**config.mk**
```make
export PLATFORM = sky130hd
export DESIGN_NAME = multicycle_ctrl
export DESIGN_NICKNAME = d
export VERILOG_FILES = /design/src/rtl/multicycle_ctrl.sv
export SDC_FILE = /design/constraint.sdc
export NUM_CORES = 1
export LEC_CHECK = 0
export CAP_MARGIN = 10
export CORE_MARGIN = 1.5
export CORE_UTILIZATION = 49
export DETAILED_ROUTE_END_ITERATION = 6
export GPL_TIMING_DRIVEN = 0
export PLACE_DENSITY = 0.8
export SETUP_SLACK_MARGIN = 0.15
export SYNTH_ARGS = -nofsm -noshare
export SYNTH_HDL_FRONTEND = slang
export SYNTH_SLANG_ARGS = --single-unit
```
**constraint.sdc**
```tcl
create_clock -name clk -period 2.68 [get_ports clk]
set_input_delay 0.536 -clock clk [delete_from_list [all_inputs] [get_ports clk]]
set_output_delay 0.536 -clock clk [all_outputs]
set_load 0.02 [all_outputs]
```
**src/rtl/multicycle_ctrl.sv**
```systemverilog
// rtl/multicycle_ctrl.sv - multicycle control FSM for the single-memory MIPS-subset CPU
//
// Sequences the shared memory, ALU and register file through
// fetch/decode/execute/memory/writeback. Memory states stall on mem_ready
// and fall into HALT with bus_err set if the memory stays silent too long.
//
// Parameters:
//   WAIT_LIMIT     consecutive not-ready cycles tolerated in a memory state (0 = no timeout)
//   CNT_W          width of the retired-instruction counter
//
// Ports:
//   clk, rst       rising-edge clock, asynchronous active-high reset
//   opcode         IR[31:26], used in DECODE and MEMADR
//   mem_ready      memory completes the current access this cycle
//   pc_write, pc_write_cond, iord, mem_read, mem_write, ir_write,
//   mem_to_reg, reg_dst, reg_write, alu_src_a, alu_src_b, alu_op,
//   pc_source      datapath controls, a function of the current state
//   state          current state encoding (debug)
//   bus_err        sticky memory timeout flag
//   illegal        sticky unsupported-opcode / bad-state flag
//   instr_count    retired-instruction count, wraps

module multicycle_ctrl #(
    parameter int WAIT_LIMIT = 15,
    parameter int CNT_W      = 32
) (
    input  logic             clk,
    input  logic             rst,
    input  logic [5:0]       opcode,
    input  logic             mem_ready,
    output logic             pc_write,
    output logic             pc_write_cond,
    output logic             iord,
    output logic             mem_read,
    output logic             mem_write,
    output logic             ir_write,
    output logic             mem_to_reg,
    output logic             reg_dst,
    output logic             reg_write,
    output logic             alu_src_a,
    output logic [1:0]       alu_src_b,
    output logic [1:0]       alu_op,
    output logic [1:0]       pc_source,
    output logic [3:0]       state,
    output logic             bus_err,
    output logic             illegal,
    output logic [CNT_W-1:0] instr_count
);

    localparam logic [3:0] S_FETCH   = 4'd0;
    localparam logic [3:0] S_DECODE  = 4'd1;
    localparam logic [3:0] S_MEMADR  = 4'd2;
    localparam logic [3:0] S_MEMRD   = 4'd3;
    localparam logic [3:0] S_MEMWB   = 4'd4;
    localparam logic [3:0] S_MEMWR   = 4'd5;
    localparam logic [3:0] S_EXEC    = 4'd6;
    localparam logic [3:0] S_RWB     = 4'd7;
    localparam logic [3:0] S_BRANCH  = 4'd8;
    localparam logic [3:0] S_JUMP    = 4'd9;
    localparam logic [3:0] S_ADDI_EX = 4'd10;
    localparam logic [3:0] S_ADDI_WB = 4'd11;
    localparam logic [3:0] S_HALT    = 4'd15;

    localparam logic [5:0] OP_RTYPE = 6'b000000;
    localparam logic [5:0] OP_LW    = 6'b100011;
    localparam logic [5:0] OP_SW    = 6'b101011;
    localparam logic [5:0] OP_BEQ   = 6'b000100;
    localparam logic [5:0] OP_J     = 6'b000010;
    localparam logic [5:0] OP_ADDI  = 6'b001000;

    // wait_cnt only has to reach WAIT_LIMIT-1; the state leaves right after.
    localparam int WCW = (WAIT_LIMIT > 2) ? $clog2(WAIT_LIMIT) : 1;
    localparam logic [WCW-1:0] WAIT_LAST = WCW'((WAIT_LIMIT > 0) ? WAIT_LIMIT - 1 : 0);

    logic [3:0]     state_q;
    logic [3:0]     state_d;
    logic [WCW-1:0] wait_cnt;
    logic           is_mem_state;
    logic           timeout;
    logic           set_bus_err;
    logic           set_illegal;
    logic           retiring_state;
    logic           retire;

    assign state = state_q;

    assign is_mem_state = (state_q == S_FETCH) || (state_q == S_MEMRD) ||
                          (state_q == S_MEMWR);

    // A ready arriving in the last tolerated cycle wins over the timeout.
    assign timeout = (WAIT_LIMIT > 0) && !mem_ready && (wait_cnt == WAIT_LAST);

    assign retiring_state = (state_q == S_MEMWB)  || (state_q == S_MEMWR)  ||
                            (state_q == S_RWB)    || (state_q == S_BRANCH) ||
                            (state_q == S_JUMP)   || (state_q == S_ADDI_WB);

    // Counted only on the edge back into FETCH, never on entry to HALT.
    assign retire = retiring_state && (state_d == S_FETCH);

    // Next-state logic
    always_comb begin
        state_d     = state_q;
        set_bus_err = 1'b0;
        set_illegal = 1'b0;
        case (state_q)
            S_FETCH: begin
                if (mem_ready) begin
                    state_d = S_DECODE;
                end else if (timeout) begin
                    state_d     = S_HALT;
                    set_bus_err = 1'b1;
                end
            end
            S_DECODE: begin
                case (opcode)
                    OP_RTYPE:     state_d = S_EXEC;
                    OP_LW, OP_SW: state_d = S_MEMADR;
                    OP_BEQ:       state_d = S_BRANCH;
                    OP_J:         state_d = S_JUMP;
                    OP_ADDI:      state_d = S_ADDI_EX;
                    default: begin
                        state_d     = S_HALT;
                        set_illegal = 1'b1;
                    end
                endcase
            end
            // IR is held, so the opcode seen in DECODE is still valid here.
            S_MEMADR: state_d = (opcode == OP_LW) ? S_MEMRD : S_MEMWR;
            S_MEMRD: begin
                if (mem_ready) begin
                    state_d = S_MEMWB;
                end else if (timeout) begin
                    state_d     = S_HALT;
                    set_bus_err = 1'b1;
                end
            end
            S_MEMWR: begin
                if (mem_ready) begin
                    state_d = S_FETCH;
                end else if (timeout) begin
                    state_d     = S_HALT;
                    set_bus_err = 1'b1;
                end
            end
            S_EXEC:    state_d = S_RWB;
            S_ADDI_EX: state_d = S_ADDI_WB;
            S_MEMWB, S_RWB, S_BRANCH, S_JUMP, S_ADDI_WB: state_d = S_FETCH;
            S_HALT:    state_d = S_HALT;
            // Unused encodings 12-14 are treated as a corrupted state.
            default: begin
                state_d     = S_HALT;
                set_illegal = 1'b1;
            end
        endcase
    end

    // State, wait counter, sticky flags, retired count
    always_ff @(posedge clk or posedge rst) begin
        if (rst) begin
            state_q     <= S_FETCH;
            wait_cnt    <= '0;
            bus_err     <= 1'b0;
            illegal     <= 1'b0;
            instr_count <= '0;
        end else begin
            state_q <= state_d;
            if (state_d != state_q) begin
                wait_cnt <= '0;
            end else if ((WAIT_LIMIT > 0) && is_mem_state && !mem_ready) begin
                wait_cnt <= wait_cnt + WCW'(1);
            end
            if (set_bus_err) begin
                bus_err <= 1'b1;
            end
            if (set_illegal) begin
                illegal <= 1'b1;
            end
            if (retire) begin
                instr_count <= instr_count + CNT_W'(1);
            end
        end
    end

    // Control outputs: decoded from state; forced low while rst is held.
    always_comb begin
        pc_write      = 1'b0;
        pc_write_cond = 1'b0;
        iord          = 1'b0;
        mem_read      = 1'b0;
        mem_write     = 1'b0;
        ir_write      = 1'b0;
        mem_to_reg    = 1'b0;
        reg_dst       = 1'b0;
        reg_write     = 1'b0;
        alu_src_a     = 1'b0;
        alu_src_b     = 2'b00;
        alu_op        = 2'b00;
        pc_source     = 2'b00;
        if (!rst) begin
            case (state_q)
                S_FETCH: begin
                    mem_read  = 1'b1;
                    alu_src_b = 2'b01;
                    // IR and PC+4 load exactly in the cycle the read completes.
                    ir_write  = mem_ready;
                    pc_write  = mem_ready;
                end
                S_DECODE: begin
                    alu_src_b = 2'b11;
                end
                S_MEMADR, S_ADDI_EX: begin
                    alu_src_a = 1'b1;
                    alu_src_b = 2'b10;
                end
                S_MEMRD: begin
                    mem_read = 1'b1;
                    iord     = 1'b1;
                end
                S_MEMWB: begin
                    reg_write  = 1'b1;
                    mem_to_reg = 1'b1;
                end
                S_MEMWR: begin
                    mem_write = 1'b1;
                    iord      = 1'b1;
                end
                S_EXEC: begin
                    alu_src_a = 1'b1;
                    alu_op    = 2'b10;
                end
                S_RWB: begin
                    reg_write = 1'b1;
                    reg_dst   = 1'b1;
                end
                S_BRANCH: begin
                    alu_src_a     = 1'b1;
                    alu_op        = 2'b01;
                    pc_write_cond = 1'b1;
                    pc_source     = 2'b01;
                end
                S_JUMP: begin
                    pc_write  = 1'b1;
                    pc_source = 2'b10;
                end
                S_ADDI_WB: begin
                    reg_write = 1'b1;
                end
                default: begin
                end
            endcase
        end
    end

endmodule

```
==> After elaboration in Yosys (flattened, before gate mapping) <==
Cells that the tools add are included.
{ "op_classes": {"n_addsub": 2, "n_eq_ne": 19, "muxes": 40, "n_reduce_logical": 25} }
{ "ops": {"columns": ["operator", "n"], "rows": [
  ["$add A32 B1 Y32 const B", 1],
  ["$pmux W4 S8", 1],
  ["$eq A4 B4 Y1 const B", 6],
  ["$mux W4", 6],
  ["$mux W1", 23],
  ["$pmux W4 S5", 1],
  ["$eq A4 B3 Y1 const B", 4],
  ["$eq A6 B6 Y1 const B", 2],
  ["$reduce_or A12 Y1", 1],
  ["$eq A4 B2 Y1 const B", 2],
  ["$logic_not A4 Y1", 2],
  ["$pmux W2 S2", 2],
  ["$reduce_or A2 Y1", 4],
  ["$logic_or A1 B1 Y1", 7],
  ["$eq A6 B2 Y1 const B", 1],
  ["$eq A6 B3 Y1 const B", 1],
  ["$eq A6 B4 Y1 const B", 1],
  ["$logic_not A6 Y1", 1],
  ["$mux W2", 3],
  ["$pmux W2 S3", 1],
  ["$reduce_or A3 Y1", 2],
  ["$reduce_or A6 Y1", 1],
  ["$reduce_or A5 Y1", 1],
  ["$add A4 B1 Y4 const B", 1],
  ["8 further kinds", 11]
]} }
{ "word_totals": {"register_bits": 42, "in_bits": 9, "out_inout_bits": 54, "word_cells": 91} }

==> Depth between registers and ports, before layout <==
Gate-level depths: netlist of run 1.
{ "depth": {"depth_word": 7, "ltp_mapped": 9, "depth_no_buf": 8} }

==> Least setup slack after synthesis of run 1 <==
Ideal clock, no wire load.
{ "synth_timing": {"path_kind": "in2out", "startpoint": "in rst", "endpoint": "out mem_to_reg", "arrival_ns": 2.381, "required_ns": 2.144, "path_slack_ns": -0.237, "stages": 4, "cell_sequence": "clkbuf_1 -> inv_1 -> nand2_1 -> nor3_1"} }
{ "synth_via": {"elab_chain_cells": 1} }
{ "synth_rtl": {"columns": ["item", "line", "source"], "rows": [
  ["start, declared", "28", "input logic rst,"],
  ["$mux W1", "199", "if (!rst) begin"],
  ["end, declared", "37", "output logic mem_to_reg,"]
]} }
No other way between the ends.

==> Final worst setup path of run 1 <==
{ "layout_timing": {"startpoint": "in opcode[1]", "endpoint": "reg instr_count[1]"} }
{ "layout_via": {"elab_chain_cells": 6, "elab_cells_between_ends": 12, "classes_between": "eq/ne (5); mux (3); reduce/logical (4)"} }
{ "layout_rtl": {"columns": ["item", "line", "source"], "rows": [
  ["start, declared", "29", "input logic [5:0] opcode,"],
  ["$eq A6 B6 Y1, on equally long branches", "115, 128", null],
  ["$reduce_or A2 Y1", null, null],
  ["$pmux W4 S5", "115", "case (opcode)"],
  ["$pmux W4 S8 (*)", "105", "case (state_q)"],
  ["$logic_not A4 Y1 (*)", "98", "assign retire = retiring_state && (state_d == S_FETCH);"],
  ["$logic_and A1 B1 Y1 (*)", "98", null],
  ["end signal, assigned", "179", "instr_count <= instr_count + CNT_W'(1);"],
  ["end, declared", "47", "output logic [CNT_W-1:0] instr_count"]
]} }
Every way passes the cells marked *; elsewhere a longest branch is shown, timed or not.
A chain may end at the register's enable or synchronous reset.

==> results.md, run 1 <==
- Run status: finished, final reports clean
- Placed cells: 394
- GRT overflow: 0
- Vias: 2348
- Primary FF master, synth: dfrtp_1
- Initial DRC Count: 240
- CTS tree: yes
- YS warnings: 0
- Sink Count: 42
- Starting Density: 52.2%
- IO Count: 63
- Maximum VDD drop: 0.842 mV
- Worst-Margin Slew: 960 ps
- Post-synthesis sequential area ratio: 41.8%
- Die area: 5570 µm²
- PwrDens: 912 nW/µm²
- Max Root-Sink Buffers: 2
- DP HPWL: 4550 µm
- Post-synthesis cell area: 2510 µm²
- Slew Limit Fails: 0
- Initial DRT Pass Iterations: 4
- Post-synth top area share: 41.8%
- CP endpoint kind: register
- Max-cap violations: 0
- PortBufs: 61
- Synthesis-to-layout area growth: 37.8%
- Nets: 357
- EDFF count, synth: 0
- Placement Setup Slack: -679 ps
- Startpoint types: input pin
- Max incr delay on CP: 570 ps
- Final weighted congestion in routability-driven placement: 0.934
- Fill cells: 398
- Hold Buf Count CTS: 0
- Final Hold Viols: 0
- Number of global-route vias before repair: 2149
- Setup TNS: 0 ps
- DR vias/cell: 5.69
- Row cnt: 25
- Largest net degree at the start of global routing: 22
- Root buf cell: clkbuf_8
- Critical Path RT: 2850 ps
- Achievable clock frequency: 399 MHz
- Die Span Y: 74.6 µm
- Unrepaired setup endpoints after global routing: yes
- Die W: 74.6 µm
- Crit Path Max Fanout: 8
- Clock latency on the worst-skew pair: 290 ps
- Post-Route WL: 6710 µm
- Min setup slack post-route: 176 ps
- Layout cell share with drive strength beyond 1: 16.5%
- Number of CTS-inserted buffers: 5
- Skew final: 6.47 ps
- Final min period: 2500 ps
- Leak: 1.49 nW
- Final ANT Viol Nets: 0
- Worst path cell trace: clkdlybuf4s50_1 > or3b_4 > a21oi_2 > a211oi_4 > nor3_4 > buf_4 > mux2_2
- Synth Net Count: 278
- Number of H-tree levels: 2
- Diodes inserted: 0
- Crit-path slowest cell: clkdlybuf4s50_1
- #FFs+latches synth: 42
- Initial antenna violation count: 0
- Synth area leaders: dfrtp_1 42%, xnor2_1 11%, nand3_1 4.0%, nor3_1 3.6%, nand4_1 3.5%
- Arr. time, crit path: 2680 ps
- Critical path type: in2reg
- Gr usage total: 24.2%
- Core ar.: 4820 µm²
- Post-Syn Instances: 266
- Most common cell in the netlist: dfrtp_1
- Cell accounting for the most synthesized area: dfrtp_1
- Asr flop ratio synth: 100%
- First-pass GRT wire length: 10400 µm
- DR WL/cell: 16.2 µm
- Avg Inst Size Synth: 9.45 µm²
- Hold Path Class: reg2reg
- Fin crit share: 93.4%
- Synth cell count leaders: 42 x dfrtp_1, 32 x xnor2_1, 22 x nand2_1, 20 x nand3_1, 18 x nor3_1
- Final Util: 71.9%
- Final Setup Violations: 0
- Relative slew slack: 35.7%
- Clk slew on worst S/H paths: 70 ps
- # DRC: 0
- Finished Layout Cells: 413
- Unique masters post-synth: 51
-- cell type report --
cell class,count,area [µm²],share of cell area [%]
clock inverter,1,30.0,0.867
multi-input combinational,204,1430,41.1
clock buffer,7,76.3,2.20
inverter,6,26.3,0.758
tap,67,83.8,2.42
timing repair buffer,70,653,18.9
sequential,42,1050,30.3
timing repair inverter,2,10.0,0.289
buffer,14,109,3.14
-- critical path: cells and delay by family --
family	cells	cell delay (ps)
AO/OA/AOI/OAI	2	340
multiplexers	1	320
buffers and inverters	2	750
AND/OR/NAND/NOR	2	730
-- repair_timing --
item / in CTS / in global routing
cloned: 2 / 0
pin swaps: 2 / 6
gates resized for setup: 37 / 16
setup buffers: 2 / 7
hold endpoints to repair: 0 / 0
endpoints found under the setup margin: 46 / 36
-- cells in the final DEF (no fill, tap or decap), drive strengths merged, types with 2 or more instances in the layout --
cell type	synthesis	layout
clkdlybuf4s50	0	44
dfrtp	42	42
xnor2	32	32
nand2	22	22
buf	9	21
nand3	20	20
nor3	19	19
nand4	14	14
nor2	13	13
clkbuf	5	13
and3	10	10
dlygate4sd2	0	10
o21ai	6	6
a21oi	6	6
o31ai	6	6
inv	6	5
xor2	5	5
and4	4	4
or3	4	4
nor4	4	4
or2	4	4
and2	3	3
a22oi	3	3
ha	3	3
dlymetal6s2s	0	3
nor4b	3	3
clkinvlp	0	3
o22ai	2	2
a31oi	2	2
or3b	2	2
a211oi	2	2
nand2b	2	2
nor2b	2	2
-- power by group --
group	total [mW]	internal (mW)	switching [mW]
sequential	0.805	0.714	0.0907
combinational	1.87	0.770	1.10
clock	0.489	0.279	0.210
total	3.16	1.76	1.40
-- routing by layer --
layer  vias to the layer above  wire length (µm)  global-route usage, %
li1                       1123                 -                      -
met4                         0                38                   5.86
met5                         -                 0                      0
met2                        93              3190                   37.2
met1                      1128              3040                   36.2
met3                         4               444                   3.75
-- state kept, by name, summed over array words and instances, names as in the netlist --
register	count
bus_err	1
illegal	1
instr_count	32
state	4
wait_cnt	4
-- stage by stage --
step | hold slack, ps | cell area [µm²] | power [mW]
floorplan | 533 | 2520 | 1.89
global placement | 450 | 3220 | 2.40
detailed placement | 448 | 3220 | 2.41
CTS | 473 | 3390 | 2.97
global route | 484 | 3460 | 3.33
finish | 463 | 3460 | 3.16
-- worst paths after layout --
kind	startpoint	end	slack, ps	cells after the start
max reg2reg	wait_cnt[0]	instr_count[24]	240	10
max	opcode[1]	instr_count[1]	180	7
min	bus_err	bus_err	460	1
min reg2reg	bus_err	bus_err	460	1
max in group asynchronous	rst	bus_err	1490	2
min in group asynchronous	rst	state[3]	570	3
-- cells by family after synthesis --
kind of cell | count (synthesis) | synth area share (%)
and+or+nand+nor | 130 | 29.8
adders and majority gates | 3 | 1.49
AOI/OAI and AO/OA | 33 | 9.56
muxes | 1 | 0.448
xor gates and xnor gates | 37 | 12.9
DFF | 42 | 41.8
buffers and inverters | 20 | 3.98
Power figures use the tool's default switching activity.
==> inputs of run 2 (changes only) <==
==> constraint.sdc (replaced) <==
create_clock -name clk -period 2.8 [get_ports clk]
set_input_delay 0.56 -clock clk [delete_from_list [all_inputs] [get_ports clk]]
set_output_delay 0.56 -clock clk [all_outputs]
set_load 0.02 [all_outputs]
==> run 2 against run 1 <==
Critical path depth decreased by 1. Global-route usage decreased by 0.60 points. First-iteration DRC count decreased by 18%. Sequential power decreased by 3.7%. Power decreased by 8.7%. Register-to-register slack improved by 130 ps. Final cell count decreased by 1.2%. Hold slack improved by 1.4 ps. Die area unchanged. Via count about the same. Largest power group unchanged.
==> results.md, run 2 (same netlist as run 1, synthesis figures left out) <==
- Run status: finished, final reports clean
- Final Util: 70.9% (-1.1 points)
- CTS tree: yes
- Synthesis-to-layout area growth: 35.8%
- Largest Register: instr_count
- Die W: 74.6 µm (unchanged)
- Root buf cell: clkbuf_8
- Fin crit share: 92.5%
- Switching fraction of total power: 44.7% (+0.49 points)
- Psw: 1.29 mW (-7.7%)
- Layout cell share with drive strength beyond 1: 13.8% (-2.7 points)
- Relative slew slack: 35.0% (-0.62 points)
- Maximum VDD drop: 0.781 mV (-7.3%)
- Achievable clock frequency: 386 MHz
- PortBufs: 61 (unchanged)
- Clock latency on the worst-skew pair: 290 ps (about the same)
- Wl on met1: 3060 µm (+0.76%)
- Origin of the worst min-delay path: bus_err
- Vias: 2350 (+0.085%)
- Hold Path Class: reg2reg
- GRT overflow: 0 (unchanged)
- Core ar.: 4820 µm² (unchanged)
- Number of global-route vias before repair: 2073 (-3.5%)
- Initial antenna violation count: 0 (unchanged)
- Initial DRC Count: 198 (-18%)
- Critical Path RT: 2240 ps (-610 ps)
- Pwr Total: 2.88 mW (-8.7%)
- Worst-Margin Slew: 969 ps (+9.29 ps)
- Worst path cell trace: buf_6 > buf_2 > or3_4 > nor3_4 > buf_4 > clkdlybuf4s15_2
- DP HPWL: 4550 µm (unchanged)
- # DRC: 0 (unchanged)
- Number of H-tree levels: 2 (unchanged)
- Max reg flops: 32 (unchanged)
- Final Setup Violations: 0 (unchanged)
- Worst hold slack: 464 ps (+1.40 ps)
- Leak: 1.47 nW (-1.1%)
- Crit. Startpoint: state[2]
- Commonest non-fill, non-tap cells in the layout: 46 x clkdlybuf4s50_1, 42 x dfrtp_1, 32 x xnor2_1
- Initial DRT Pass Iterations: 4 (unchanged)
- CP endpoint kind: output port
- Slew Limit Fails: 0 (unchanged)
- First-pass GRT wire length: 10100 µm (-2.9%)
- Die area: 5570 µm² (unchanged)
- Commonest non-fill, non-tap cell in the layout: clkdlybuf4s50_1
- Met3 wire len: 378 µm (-15%)
- Nets: 352 (-1.4%)
- Worst-case reg-to-reg path depth: 9 (-1)
- Hold depth: 1 (unchanged)
- Die Span Y: 74.6 µm (unchanged)
- Gr usage total: 23.6% (-0.60 points)
- PwrDens: 845 nW/µm² (-7.4%)
- Arr. time, crit path: 2030 ps (-650 ps)
- Hold Buf Count CTS: 0 (unchanged)
- Clock share of power: 16.3% (+0.8 points)
- Final ANT Viol Nets: 0 (unchanged)
- Crit-path slowest cell: dfrtp_1
- Max incr delay on CP: 420 ps (-150 ps)
- Starting Density: 52.2% (unchanged)
- Crit Path Max Fanout: 10 (+2)
- Reg-to-Reg Start: wait_cnt[0]
- Final min period: 2590 ps
- Max Root-Sink Buffers: 2 (unchanged)
- Number of CTS-inserted buffers: 5 (unchanged)
- Sink Count: 42 (unchanged)
- Combinational Power Share: 56.8% (-2.3 points)
- Final Hold Viols: 0 (unchanged)
- Met2 Routed Length: 3020 µm (-5.3%)
- DR WL/cell: 16.0 µm (-1.8%)
- IO Count: 63 (unchanged)
- Max-cap violations: 0 (unchanged)
- DR vias/cell: 5.76 (+1.3%)
- Skew final: 7.46 ps (+0.990 ps)
- Post-Route WL: 6510 µm (-3.0%)
- Row cnt: 25 (unchanged)
- Pint: 1.59 mW (-9.5%)
- Diodes inserted: 0 (unchanged)
- Startpoint types: register
- Largest net degree at the start of global routing: 22 (unchanged)
- Critical path type: reg2out
- Clk slew on worst S/H paths: 80 ps (about the same)
- Highest routed metal layer: met4
- Unrepaired setup endpoints after global routing: no
- Final weighted congestion in routability-driven placement: 0.934 (unchanged)
- Register share of total power: 26.9% (+1.4 points)
## run 2: final cells by class
type	instances	area (µm²)
inverter	6	26.3
clock inverter	1	30.0
fill	414	1400
timing repair inverter	2	10.0
buffer	14	96.3
timing repair buffer	65	632
sequential	42	1050
clock buffer	7	76.3
multi-input combinational	204	1410
tap	67	83.8
## run 2: final timing paths
path	endpoint	slack [ps]
worst max-delay path	pc_source[0]	210
worst min-delay path	bus_err	460
worst max register to register	instr_count[8]	370
worst min register to register	bus_err	460
max in group asynchronous	bus_err	1590
min in group asynchronous	state[3]	590
## run 2: timing repair
| action | 4_1_cts | 5_1_grt |
|---|---|---|
| setup endpoints to repair | 18 | 39 |
| resized for setup | 23 | 16 |
| pin swaps | 0 | 3 |
| gates cloned | 2 | 0 |
| setup buffers | 1 | 3 |
## run 2: per-layer routing
| layer | vias to the layer above | global-route usage [%] |
|---|---|---|
| met1 | 1143 | 36.2 |
| met5 | - | 0 |
| met4 | 0 | 5.45 |
| li1 | 1110 | - |
| met2 | 91 | 35.5 |
| met3 | 6 | 3.61 |
## run 2: worst max-delay path, delay by kind of cell, from the launching register on
| kind | cells | cell delay (ps) |
|---|---|---|
| flops | 1 | 420 |
| buf+inv | 4 | 720 |
| simple gates | 2 | 590 |
## run 2: through the flow
| stage | cell area (µm²) | worst slack, ps | cells | setup TNS [ps] |
|---|---|---|---|---|
| finish | 3410 | 211 | 408 | 0 |
| global placement | 3220 | -597 | 394 | -5090 |
| detailed placement | 3220 | -607 | 394 | -6820 |
| global route | 3410 | 143 | 408 | 0 |
| CTS | 3350 | 118 | 405 | 0 |
| floorplan | 2520 | 235 | 266 | 0 |
## run 2: power groups by stage
stage | combinational [mW] | clock, mW | sequential, mW
after floorplan | 0.967 | 0 | 0.843
after global placement | 1.51 | 0 | 0.780
after detailed placement | 1.53 | 0 | 0.782
after CTS | 1.54 | 0.472 | 0.771
after global routing | 1.76 | 0.491 | 0.785
final | 1.64 | 0.471 | 0.775
